[config.mk]
export PLATFORM = sky130hd
export DESIGN_NAME = video_pattern_gen
export DESIGN_NICKNAME = d
export VERILOG_FILES = /design/src/rtl/video_pattern_gen.sv
export SDC_FILE = /design/constraint.sdc
export NUM_CORES = 1
export LEC_CHECK = 0
export ABC_CLOCK_PERIOD_IN_PS = 8000
export CAP_MARGIN = 15
export CELL_PAD_IN_SITES_DETAIL_PLACEMENT = 1
export CELL_PAD_IN_SITES_GLOBAL_PLACEMENT = 1
export CORE_ASPECT_RATIO = 1.1
export CORE_MARGIN = 5
export CORE_UTILIZATION = 47
export DETAILED_ROUTE_END_ITERATION = 8
export MAX_ROUTING_LAYER = met4
export PLACE_DENSITY = 0.95
export SYNTH_ARGS = -nofsm -noshare
export SYNTH_HDL_FRONTEND = slang
export SYNTH_SLANG_ARGS = --single-unit
[constraint.sdc]
create_clock -name clock -period 8 [get_ports clock]
set_input_delay 0.8 -clock clock [delete_from_list [all_inputs] [get_ports clock]]
set_output_delay 0.8 -clock clock [all_outputs]
set_load 0.01 [all_outputs]
[src/rtl/video_pattern_gen.sv]
// Video timing generator with blinking white field boxes, pipelined outputs.
// Optional colour bars behind the boxes when VIDEO_PATTERN_COLORBAR_EN is defined.
// videoMode packing, MSB first: h_sync, h_bp, h_active, h_total, v_sync, v_bp, v_active,
// v_total, h_field_start, h_field_end (CNT_WIDTH each), h_pol, v_pol (1 = active high).
module video_pattern_gen #(
   parameter int CNT_WIDTH    = 12,
   parameter int NUM_FIELDS   = 3,
   parameter int BLINK_FRAMES = 6,
   parameter int OUT_DELAY    = 2
) (
   input  logic                              clock,
   input  logic                              reset,
   input  logic [10*CNT_WIDTH+1:0]           videoMode,
   input  logic [NUM_FIELDS*2*CNT_WIDTH-1:0] v_field_bounds,
   output logic [7:0]                        red,
   output logic [7:0]                        green,
   output logic [7:0]                        blue,
   output logic                              de,
   output logic                              hsync,
   output logic                              vsync,
   output logic                              frame_start,
   output logic                              fields_visible
);
   localparam int W1   = CNT_WIDTH + 1;
   localparam int FC_W = (BLINK_FRAMES > 1) ? $clog2(BLINK_FRAMES) : 1;

   typedef struct packed {
      logic [CNT_WIDTH-1:0] h_sync, h_bp, h_active, h_total;
      logic [CNT_WIDTH-1:0] v_sync, v_bp, v_active, v_total;
      logic [CNT_WIDTH-1:0] h_field_start, h_field_end;
      logic                 h_pol, v_pol;
   } mode_t;

   typedef struct packed {
      logic        de, hs, vs, fs, fv;
      logic [23:0] rgb;
   } pix_t;

   mode_t                             mode_in, mode_q;
   logic [NUM_FIELDS*2*CNT_WIDTH-1:0] bounds_q;
   logic [CNT_WIDTH-1:0]              x_q, x_d, y_q, y_d;
   logic [FC_W-1:0]                   fcnt_q, fcnt_d;
   logic                              show_q, show_d;
   logic                              x_wrap, y_wrap, f_wrap;

   assign mode_in = videoMode;

   // Stage 0: counters, blink phase and the shadow copy of the mode
   always_comb begin
      x_wrap = (mode_q.h_total <= CNT_WIDTH'(1)) || (x_q == mode_q.h_total - 1'b1);
      y_wrap = (mode_q.v_total <= CNT_WIDTH'(1)) || (y_q == mode_q.v_total - 1'b1);
      f_wrap = x_wrap && y_wrap;
      x_d    = x_wrap ? '0 : x_q + 1'b1;
      y_d    = y_q;
      if (x_wrap) y_d = y_wrap ? '0 : y_q + 1'b1;
      fcnt_d = fcnt_q;
      show_d = show_q;
      // Advancing on the wrap makes the new phase coincide with pixel (0,0)
      if (BLINK_FRAMES == 0) begin
         show_d = 1'b1;
      end else if (f_wrap) begin
         if (fcnt_q == FC_W'(BLINK_FRAMES - 1)) begin
            fcnt_d = '0;
            show_d = ~show_q;
         end else begin
            fcnt_d = fcnt_q + 1'b1;
         end
      end
   end

   always_ff @(posedge clock) begin
      if (reset) begin
         x_q      <= '0;
         y_q      <= '0;
         fcnt_q   <= '0;
         show_q   <= (BLINK_FRAMES == 0);
         mode_q   <= mode_in;
         bounds_q <= v_field_bounds;
      end else begin
         x_q    <= x_d;
         y_q    <= y_d;
         fcnt_q <= fcnt_d;
         show_q <= show_d;
         if (f_wrap) begin
            mode_q   <= mode_in;
            bounds_q <= v_field_bounds;
         end
      end
   end

   logic [W1-1:0] h_start, h_end, v_start, v_end, xpos, ypos;
   logic          de_p0, vhit_p0, box_p0;
   logic [23:0]   bar_rgb_p0;
   pix_t          pix_p0, rst_pix;

`ifdef VIDEO_PATTERN_COLORBAR_EN
   logic [CNT_WIDTH-1:0] bar_w_q, bar_pix_q;
   logic [2:0]           bar_idx_q;

   function automatic logic [23:0] bar_rgb(input logic [2:0] idx);
      case (idx)
         3'd0:    bar_rgb = 24'hFFFFFF;
         3'd1:    bar_rgb = 24'hFFFF00;
         3'd2:    bar_rgb = 24'h00FFFF;
         3'd3:    bar_rgb = 24'h00FF00;
         3'd4:    bar_rgb = 24'hFF00FF;
         3'd5:    bar_rgb = 24'hFF0000;
         3'd6:    bar_rgb = 24'h0000FF;
         default: bar_rgb = 24'h000000;
      endcase
   endfunction

   always_ff @(posedge clock) begin
      if (reset || f_wrap) bar_w_q <= mode_in.h_active >> 3;
   end

   // The last bar never advances, so it absorbs the h_active remainder
   always_ff @(posedge clock) begin
      if (reset || !de_p0) begin
         bar_idx_q <= '0;
         bar_pix_q <= '0;
      end else if ((bar_w_q != '0) && (bar_pix_q == bar_w_q - 1'b1) && (bar_idx_q != 3'd7)) begin
         bar_idx_q <= bar_idx_q + 1'b1;
         bar_pix_q <= '0;
      end else begin
         bar_pix_q <= bar_pix_q + 1'b1;
      end
   end

   assign bar_rgb_p0 = bar_rgb(bar_idx_q);
`else
   assign bar_rgb_p0 = 24'h000000;
`endif

   always_comb begin
      h_start = {1'b0, mode_q.h_sync} + {1'b0, mode_q.h_bp};
      h_end   = h_start + {1'b0, mode_q.h_active};
      v_start = {1'b0, mode_q.v_sync} + {1'b0, mode_q.v_bp};
      v_end   = v_start + {1'b0, mode_q.v_active};
      xpos    = {1'b0, x_q} - h_start;
      ypos    = {1'b0, y_q} - v_start;
      de_p0   = ({1'b0, x_q} >= h_start) && ({1'b0, x_q} < h_end) &&
                ({1'b0, y_q} >= v_start) && ({1'b0, y_q} < v_end);
      vhit_p0 = 1'b0;
      for (int i = 0; i < NUM_FIELDS; i++) begin
         if (({1'b0, bounds_q[i*2*CNT_WIDTH +: CNT_WIDTH]} < ypos) &&
             (ypos < {1'b0, bounds_q[i*2*CNT_WIDTH+CNT_WIDTH +: CNT_WIDTH]}))
            vhit_p0 = 1'b1;
      end
      box_p0 = show_q && de_p0 && vhit_p0 &&
               ({1'b0, mode_q.h_field_start} < xpos) && (xpos < {1'b0, mode_q.h_field_end});

      pix_p0     = '0;
      pix_p0.de  = de_p0;
      pix_p0.hs  = (x_q < mode_q.h_sync) ? mode_q.h_pol : ~mode_q.h_pol;
      pix_p0.vs  = (y_q < mode_q.v_sync) ? mode_q.v_pol : ~mode_q.v_pol;
      pix_p0.fs  = (x_q == '0) && (y_q == '0);
      pix_p0.fv  = show_q;
      if (box_p0)     pix_p0.rgb = 24'hFFFFFF;
      else if (de_p0) pix_p0.rgb = bar_rgb_p0;

      rst_pix    = '0;
      rst_pix.hs = ~mode_in.h_pol;
      rst_pix.vs = ~mode_in.v_pol;
   end

   // Stage 1 is pipe_q[0]; the remaining entries are the output delay stages
   pix_t pipe_q [0:OUT_DELAY];

   always_ff @(posedge clock) begin
      if (reset) begin
         for (int i = 0; i <= OUT_DELAY; i++) pipe_q[i] <= rst_pix;
      end else begin
         pipe_q[0] <= pix_p0;
         for (int i = 1; i <= OUT_DELAY; i++) pipe_q[i] <= pipe_q[i-1];
      end
   end

   assign de                 = pipe_q[OUT_DELAY].de;
   assign hsync              = pipe_q[OUT_DELAY].hs;
   assign vsync              = pipe_q[OUT_DELAY].vs;
   assign frame_start        = pipe_q[OUT_DELAY].fs;
   assign fields_visible     = pipe_q[OUT_DELAY].fv;
   assign {red, green, blue} = pipe_q[OUT_DELAY].rgb;

endmodule
Word-level counts from Yosys, hierarchy flattened
Memory sizes are Yosys's and may differ from the RTL's.
Cells that the tools add are included.
{"block": "classes", "n_bitwise": 8, "n_lt_le_gt_ge": 16, "muxes": 18, "reduce_logical": 19, "eq_ne": 3, "addsub": 11}
{"op": "$mux W122", "n": 2}
{"op": "$mux W72", "n": 2}
{"op": "$mux W29", "n": 3}
{"op": "$lt A12 B13 Y1", "n": 6}
{"op": "$lt A13 B12 Y1", "n": 4}
{"op": "$add A12 B12 Y13", "n": 2}
{"op": "$add A13 B12 Y13", "n": 2}
{"op": "$ge A12 B13 Y1", "n": 2}
{"op": "$sub A12 B13 Y13", "n": 2}
{"op": "$add A12 B1 Y12 const B", "n": 2}
{"op": "$eq A12 B12 Y1", "n": 2}
{"op": "$le A12 B1 Y1 const B", "n": 2}
{"op": "$logic_not A12 Y1", "n": 2}
{"op": "$lt A12 B12 Y1", "n": 2}
{"op": "$mux W24", "n": 1}
{"op": "$sub A12 B1 Y12 const B", "n": 2}
{"op": "$logic_and A1 B1 Y1", "n": 12}
{"op": "$mux W12", "n": 1}
{"op": "$mux W1", "n": 8}
{"op": "$not A1 Y1", "n": 5}
{"op": "$add A3 B1 Y3 const B", "n": 1}
{"op": "$eq A3 B3 Y1 const B", "n": 1}
{"op": "$mux W3", "n": 1}
{"op": "$or A1 B1 Y1", "n": 3}
{"op": "4 further kinds", "n": 5}
{"block": "word_totals", "out_inout_bits": 29, "ram_bits": 87, "memories": 1, "wordCells": 93, "regBits": 222, "in_bits": 196}
{"memory": "pipe_q", "depth": 3, "width": 29, "rd": 3, "rd_clocked_by_memory_dff": 0, "write_ports": 3, "line_no": "168", "text": "pix_t pipe_q [0:OUT_DELAY];"}

Logic depth before layout (Yosys ltp)
Gate-level depths: netlist of the first run.
{"block": "depth", "depth_word": 12, "mapped_depth": 25, "depth_no_buf": 25}

Least setup slack after synthesis of the first run
OpenSTA, ideal clock, no wires.
{"block": "synth_path", "path_type": "register -> register", "startpoint": "register mode_q[62] (netlist name)", "endpoint": "memory pipe_q[0][23] (netlist name)", "t_arrival_ns": 4.692, "t_required_ns": 7.904, "synth_period_minus_slack_ns": 4.788, "path_stages_with_launch": 25, "path_buffers": 0, "setup_ns": 0.096, "setup_slack_ns": 3.212, "cell_sequence": "edfxtp_1 -> ha_1 -> fa_1 -> a21o_1 -> a21oi_1 -> nor2b_1 -> o31a_1 -> o21a_1 -> nor2_1 -> xnor2_1 -> inv_1 -> ha_1 -> nand3_1 -> a21oi_1 -> nor3_1 -> inv_1 -> ha_1 -> a21oi_1 -> o21ai_0 -> a21oi_1 -> o31ai_1 -> maj3_1 -> a221oi_1 -> a311oi_1 -> nor4b_1"}
{"element": "start, declared", "line_no": "39", "text": "mode_t mode_in, mode_q;"}
{"element": "start signal, assigned", "line_no": "77", "text": "mode_q <= mode_in;"}
{"element": "start signal, assigned", "line_no": "85", "text": "mode_q <= mode_in;"}
{"element": "end, declared", "line_no": "168"}

==> results.py, run 1 <==
metrics = {
    "yosys": {
        "yosys_warnings": 0,
        "synth.cell_area_um2": 14810,
        "synth_ff_type": "edfxtp_1",
        "synth_seq_cells": 240,
        "synth_cell_types": 70,
        "async_flop_share_pct": 0,
        "syn_inst": 1357,
        "synth_fp_nets": 1766,
        "ys_seq_area_share_pct": 45.56,
        "avgSynthCellArea_um2": 10.91,
        "synth-edff-count": 194,
    },
    "clock_network": {
        "cts_resized": 0,
        "cts_max_path_buffers": 3,
        "clkLatencyLatePin_ns": 0.56,
        "path_clk_slew_ns": 0.06,
        "cts-hold-fix-buffers": 0,
        "numCtsBuffers": 28,
        "cts_tree": "yes",
        "cts_max_level": 1,
        "postCtsSetupBuffers": 0,
        "cts_root_buf": "clkbuf_16",
        "clock-sinks": 240,
    },
    "pwr": {
        "seqPwrFrac_pct": 36.1,
        "p_sw_mw": 1.350,
        "vdd_drop_max_mv": 0.1546,
        "clkPwrFrac_pct": 30.1,
        "power_frac_comb_pct": 33.8,
        "swShare_pct": 32.46,
        "internal_power_mw": 2.809,
        "total_leakage_power_nw": 7.716,
        "powerDensity_nw_per_um2": 227.5,
    },
    "floorplan": {
        "start_util_pct": 47.42,
        "die_area_um2": 35160,
        "core_um2": 31220,
        "fp.dieW_um": 179.2,
        "die_h_um": 196.2,
        "rows": 68,
        "ios": 225,
    },
    "timing": {
        "skew_ns": 0.02897,
        "finalSetupTns_ns": 0,
        "rsz0062_at_grt": "false",
        "setup_slack_ns": 2.360,
        "hold_violations": 0,
        "setup_viol_count_final": 0,
        "final.period_utilization_pct": 70.50,
        "max_slew_margin_pct": 42.85,
        "fmax_mhz": 177.3,
        "slew_violations": 0,
        "min_period_ns": 5.640,
        "worst_pin_slew_ns": 0.8572,
    },
    "route": {
        "firstDrtPassIters": 5,
        "drt-wirelength-per-cell_um": 21.52,
        "ant_nets": 0,
        "routed_via_density": 5.525,
        "drc": 0,
        "vias": 11160,
        "initialDrtViolationCount": 500,
        "routed_wl_mm": 43.46,
    },
    "global_routing": {
        "grt_max_degree": 147,
        "track_usage_pct": 25.02,
        "grt_pass1_vias": 12460,
        "grt_first_pass_wirelength_mm": 67.21,
        "overflow": 0,
        "antenna_found_initial": 1,
    },
    "layout": {
        "final_layout_size_suffix_gt1_share_pct": 4.190,
        "instances_no_fill": 2020,
        "nets": 1987,
        "fillCellCount": 3272,
        "syn2layout_area_growth_pct": 23.47,
    },
    "setup_path": {
        "crit_top_cell": "a21oi_1",
        "worst_ep_arrival_time_ns": 6.07,
        "path_buf_inv": 2,
        "cp_max_fo": 7,
        "crit_chain": "ha_1 > fa_1 > a21o_1 > a21oi_1 > nor2b_1 > o31a_1 > o21a_1 > nor2_1 > xnor2_1 > inv_1 > ha_1 > nand3_1 > a21oi_1 > nor3_1 > inv_1 > ha_1 > a21oi_1 > o21ai_0 > a21oi_1 > o31ai_1 > maj3_1 > a221oi_1 > a311oi_1 > nor4b_1",
        "cpPeakStageDelay_ns": 0.47,
        "cp.required_ns": 8.43,
        "crit_slowest_cell": "nor3_1",
        "critPathLaunchType": "flop",
        "crit_type": "reg2reg",
        "critPathCaptureType": "flop",
        "crit_family": "compound AO/OA/AOI/OAI gates",
    },
    "place": {
        "globalplace.congestion": 0.8748,
        "place_inst": 1968,
        "io_buffers": 224,
        "dp_slack_ns": 2.371,
        "dp_hpwl_mm": 33.39,
    },
    "job": {
        "max_cap_violations": 0,
    },
    "run_status": {
        "status": "completed",
    },
    "hold_path": {
        "hp-class": "reg2reg",
    },
}
## final cells by class
class	count	area, um2	area share, %
diodes	1	2.502	0.01369
clock buffers	35	758.2	4.147
clock inverters	16	133.9	0.7323
inverters	143	536.8	2.936
multi-input cells	935	7279	39.82
flip-flops and latches	240	6746	36.90
well taps	420	525.5	2.874
repair buffers	230	2300	12.58
## layer usage
| metal | share of wire, % | wire (um) | GRT usage [%] | up-vias |
|---|---|---|---|---|
| li1 | - | - | - | 5369 |
| met1 | 38 | 16450 | 26.57 | 5459 |
| met2 | 55 | 23860 | 47.00 | 246 |
| met3 | 3.8 | 1650 | 3.604 | 87 |
| met4 | 3.4 | 1495 | 8.493 | 0 |
| met5 | 0 | 0 | - | - |
## metrics by stage
stage	hold WS [ns]	utilization [%]	area, um2	power (mW)
final	0.4370	58.55	18280	4.159
after global routing	0.4621	58.55	18280	4.422
after CTS	0.4424	58.54	18280	4.191
after detailed placement	0.4319	55.69	17390	2.900
after global placement	0.4190	55.69	17390	2.779
after floorplan	0.4138	-	14810	2.442
## worst min-delay path, delay by kind of cell (launching register included)
kind / cells / cell delay, ns
DFF: 1 / 0.29
AOI/OAI and AO/OA: 1 / 0.05
buffers and inverters: 1 / 0.04
## layout by cell type, fill, tap and decap left out, types with 6 or more instances in the layout
| cell | instances |
|---|---|
| clkdlybuf4s50_1 | 224 |
| ha_1 | 207 |
| edfxtp_1 | 194 |
| inv_1 | 143 |
| nor2_1 | 84 |
| a21oi_1 | 74 |
| o21ai_0 | 65 |
| xor2_1 | 52 |
| xnor2_1 | 48 |
| dfxtp_1 | 46 |
| nand2_1 | 42 |
| nor2b_1 | 36 |
| clkbuf_16 | 29 |
| nand3_1 | 27 |
| a21o_1 | 27 |
| o21a_1 | 25 |
| nor3_1 | 25 |
| nand2b_1 | 19 |
| nand4_1 | 16 |
| and3_1 | 15 |
| nor4_1 | 15 |
| o211ai_1 | 11 |
| a21boi_0 | 10 |
| a31oi_1 | 9 |
| or3_1 | 8 |
| a2111oi_0 | 7 |
| o21bai_1 | 7 |
| clkinv_2 | 7 |
| or2_2 | 6 |
| mux2i_1 | 6 |
| o2111ai_1 | 6 |
| or4_1 | 6 |
| fa_1 | 6 |
## power by group through the flow
stage,Clock (mW),Sequential [mW],Combinational [mW]
3_3_place_gp,0,1.52,1.26
5_1_grt,1.34,1.51,1.58
4_1_cts,1.28,1.50,1.41
3_5_place_dp,0,1.53,1.37
2_1_floorplan,0,1.50,0.940
6_report,1.25,1.50,1.41
## path summary, 6_finish.rpt
check	cells after the start	endpoint	from	slack, ns
min	2	pipe_q[0][55]	pipe_q[0][26]	0.44
max	24	pipe_q[0][23]	mode_q[50]	2.36
min reg2reg	2	pipe_q[0][55]	pipe_q[0][26]	0.44
max reg2reg	24	pipe_q[0][23]	mode_q[50]	2.36
## logic make-up (layout without fill, tap and decap cells)
family	after synthesis	after routing	share of synthesized area, %
and+or+nand+nor	325	325	11.64
buffers and inverters	182	424	5.290
DFF	240	240	45.56
xor gates and xnor gates	100	100	5.915
AOI/OAI and AO/OA	284	284	12.35
adders and majority gates	216	216	18.51
muxes	10	10	0.7351
other	0	1	0
## Yosys cell counts (8+ instances only)
cell      count  share of area (%)
and3_1       15               0.63
nor4_1       15               0.63
o21ai_0      65                2.2
nand3_1      27               0.91
xnor2_1      48                2.8
nor2b_1      36                1.5
buf_4        25                1.3
a21o_1       27                1.4
edfxtp_1    194                 39
nor2_1       84                2.1
a21boi_0     10               0.51
nor3_1       25               0.85
nand2_1      42                1.1
or3_1         8               0.34
clkbuf_1      9               0.23
dfxtp_1      46                6.2
nand2b_1     19               0.80
nand4_1      16               0.68
o21a_1       25                1.3
xor2_1       52                3.1
ha_1        207                 17
o211ai_1     11               0.56
inv_1       143                3.6
a21oi_1      74                2.5
a31oi_1       9               0.38
## flip-flops by register name (all words and copies together), names as in the netlist
signal,cells
fcnt_q,3
show_q,1
mode_q,122
y_q,12
pipe_q,18
bounds_q,72
x_q,12
(Power assumes the default switching activity.)
==> inputs of run 2 (changes only) <==
Settings changed: ABC_CLOCK_PERIOD_IN_PS 8000 to 4720, CORE_UTILIZATION 47 to 39, PLACE_DENSITY 0.95 to 0.89.
Clock period 8 ns to 4.72 ns, I/O delays scaled along.
==> run 2 against run 1 <==
  * The flow now finishes with violations (negative setup slack)
  * First-iteration DRC count increased by 22%
  * Clock-buffer cell count decreased by 2
  * Combinational power increased by 110%
  * Routed wire length increased by 5.3%
  * Register-to-register slack got worse by 2.6 ns
  * Critical path depth decreased by 2
  * Core utilization decreased by 5.2 points
  * Global-route usage decreased by 3.8 points
  * Clock power increased by 74%
  * Worst setup slack got worse by 2.6 ns
  * Die area increased by 19%
  * Critical endpoint unchanged
  * Largest power group is now combinational cells
==> results.py, run 2 (same netlist as run 1, synthesis figures left out) <==
metrics = {
    "route": {
        "initialDrtViolationCount": 608,
        "drc": 0,
        "vias": 11640,
        "ant_nets": 0,
        "firstDrtPassIters": 6,
        "drt-wirelength-per-cell_um": 20.74,
        "routed_wl_mm": 45.78,
        "routed_via_density": 5.272,
    },
    "clock_network": {
        "numCtsBuffers": 29,
        "cts_max_level": 1,
        "cts_tree": "yes",
        "cts-hold-fix-buffers": 0,
        "clock-sinks": 240,
        "cts_root_buf": "clkbuf_16",
        "clkLatencyLatePin_ns": 0.57,
        "path_clk_slew_ns": 0.06,
        "cts_max_path_buffers": 3,
    },
    "setup_path": {
        "cp_max_fo": 3,
        "r2r-end": "pipe_q[0][23]",
        "timing.rr.start": "mode_q[63]",
        "crit_type": "reg2reg",
        "worstSetupStartpoint": "mode_q[63]",
        "worst_ep_arrival_time_ns": 5.40,
        "ff2ff_path_depth": 22,
        "critPathLaunchType": "flop",
        "cp.required_ns": 5.19,
        "critPathCaptureType": "flop",
        "ff2ff_setup_slack_ns": -0.21,
        "endpoint": "pipe_q[0][23]",
    },
    "layout": {
        "num_antenna_cells": 0,
        "top_register": "mode_q",
        "largest_reg_flops": 122,
        "nets": 2099,
        "instances_no_fill": 2207,
        "final_common_cell": "clkdlybuf4s50_1",
        "layout_common_cells": "224 x clkdlybuf4s50_1, 194 x edfxtp_1, 191 x ha_1",
        "ff_latch_area_um2": 6746,
        "final_layout_size_suffix_gt1_share_pct": 16.46,
        "multi_input_area_um2": 7911,
        "syn2layout_area_growth_pct": 34.43,
        "fillCellCount": 3918,
        "top_regs": "mode_q: 122 flops, bounds_q: 72 flops, pipe_q: 18 flops",
    },
    "pwr": {
        "p_sw_mw": 2.519,
        "swShare_pct": 32.94,
        "vdd_drop_max_mv": 0.2798,
        "internal_power_mw": 5.129,
        "clkPwrFrac_pct": 28.3,
        "powerDensity_nw_per_um2": 384.2,
        "seqPwrFrac_pct": 33.3,
        "power_frac_comb_pct": 38.4,
        "total_leakage_power_nw": 8.383,
    },
    "timing": {
        "setup_viol_count_final": 2,
        "final.period_utilization_pct": 104.4,
        "slew_violations": 0,
        "rsz0062_at_grt": "true",
        "setup_slack_ns": -0.2067,
        "max_slew_margin_pct": 50.59,
        "finalSetupTns_ns": -0.3900,
        "hold_violations": 0,
        "min_period_ns": 4.927,
        "worst_pin_slew_ns": 0.7412,
        "fmax_mhz": 203.0,
        "skew_ns": 0.01828,
    },
    "global_routing": {
        "grt_max_degree": 115,
        "track_usage_pct": 21.19,
        "overflow": 0,
        "antenna_found_initial": 0,
        "grt_first_pass_wirelength_mm": 69.28,
        "grt_pass1_vias": 12900,
    },
    "floorplan": {
        "start_util_pct": 39.68,
        "ios": 225,
        "fp.dieW_um": 195.8,
        "die_area_um2": 41970,
        "core_um2": 37310,
        "rows": 74,
        "die_h_um": 214.4,
    },
    "job": {
        "max_cap_violations": 0,
    },
    "place": {
        "dp_hpwl_mm": 34.44,
        "io_buffers": 224,
        "place_inst": 2129,
        "globalplace.congestion": 0.8856,
    },
    "run_status": {
        "status": "complete, but fails checks",
        "failed_checks": "negative setup slack",
    },
    "hold_path": {
        "hp-class": "reg2reg",
    },
}
==> run 2: worst min-delay path by stage <==
stage	start	to	slack [ns]	cells past startpoint
6_report	pipe_q[0][53]	pipe_q[0][82]	0.44	1
3_5_place_dp	pipe_q[0][53]	pipe_q[0][82]	0.43	1
3_3_place_gp	pipe_q[0][27]	pipe_q[0][56]	0.42	2
4_1_cts	videoMode[93]	mode_q[93]	0.43	1
2_1_floorplan	pipe_q[0][23]	pipe_q[0][52]	0.41	1
5_1_grt	v_field_bounds[34]	bounds_q[34]	0.44	1
==> run 2: metal layers <==
metal	GRT usage [%]	wire, um	vias to the layer above
met5	-	0	-
met4	7.263	1685	0
met3	2.923	1935	106
met2	40.29	25230	247
met1	22.24	16930	5694
li1	-	-	5589
==> run 2: metrics by stage <==
| stage | hold WS (ns) | setup slack, ns | cell area [um2] | util [%] | total power [mW] |
|---|---|---|---|---|---|
| finish | 0.4384 | -0.2067 | 19910 | 53.35 | 7.648 |
| global route | 0.4358 | -0.4416 | 19910 | 53.35 | 8.142 |
| floorplan | 0.4138 | 0.03696 | 14810 | - | 4.140 |
| global placement | 0.4172 | -0.1568 | 18150 | 48.65 | 4.932 |
| CTS | 0.4303 | -0.1081 | 19560 | 52.41 | 7.527 |
| detailed placement | 0.4270 | -0.5740 | 18150 | 48.65 | 5.108 |
==> run 2: power groups by stage <==
stage	Sequential [mW]	Combinational, mW	Clock, mW
after floorplan	2.55	1.59	0
after global placement	2.58	2.35	0
after detailed placement	2.59	2.52	0
after CTS	2.55	2.75	2.23
after global routing	2.56	3.26	2.32
final	2.55	2.93	2.17
==> run 2: area by class of cell <==
cell class / instances / share of cell area, %
Tap cell: 494 / 3.105
Clock buffer: 33 / 3.822
Sequential cell: 240 / 33.89
Multi-Input combinational cell: 935 / 39.74
Clock inverter: 21 / 0.8234
Inverter: 143 / 2.697
Timing Repair Buffer: 341 / 15.92
==> run 2: worst max-delay path, cell delays in order (launching register included) <==
cell and delay (ns):
edfxtp_1 0.46, buf_4 0.18, fa_2 0.36, buf_4 0.14, xor2_1 0.21, ha_1 0.30
nor2b_1 0.15, o21ai_0 0.26, a21boi_0 0.18, o31a_1 0.27, o21a_1 0.20, o21ai_1 0.17
nand2b_1 0.09, a21oi_1 0.17, xor2_1 0.10, ha_1 0.23, nor4_2 0.32, a22oi_2 0.11
a41oi_2 0.19, a2111oi_2 0.06, a21oi_1 0.16, nand4_1 0.20, nor4b_4 0.31
==> run 2: timing repair <==
| action | CTS | global route |
|---|---|---|
| gates cloned | 0 | 0 |
| gates resized for setup | 80 | 53 |
| endpoints found under the setup margin | 2 | 2 |
| buffers inserted | 13 | 11 |
| pin swaps | 43 | 41 |
| hold endpoints to repair | 0 | 0 |
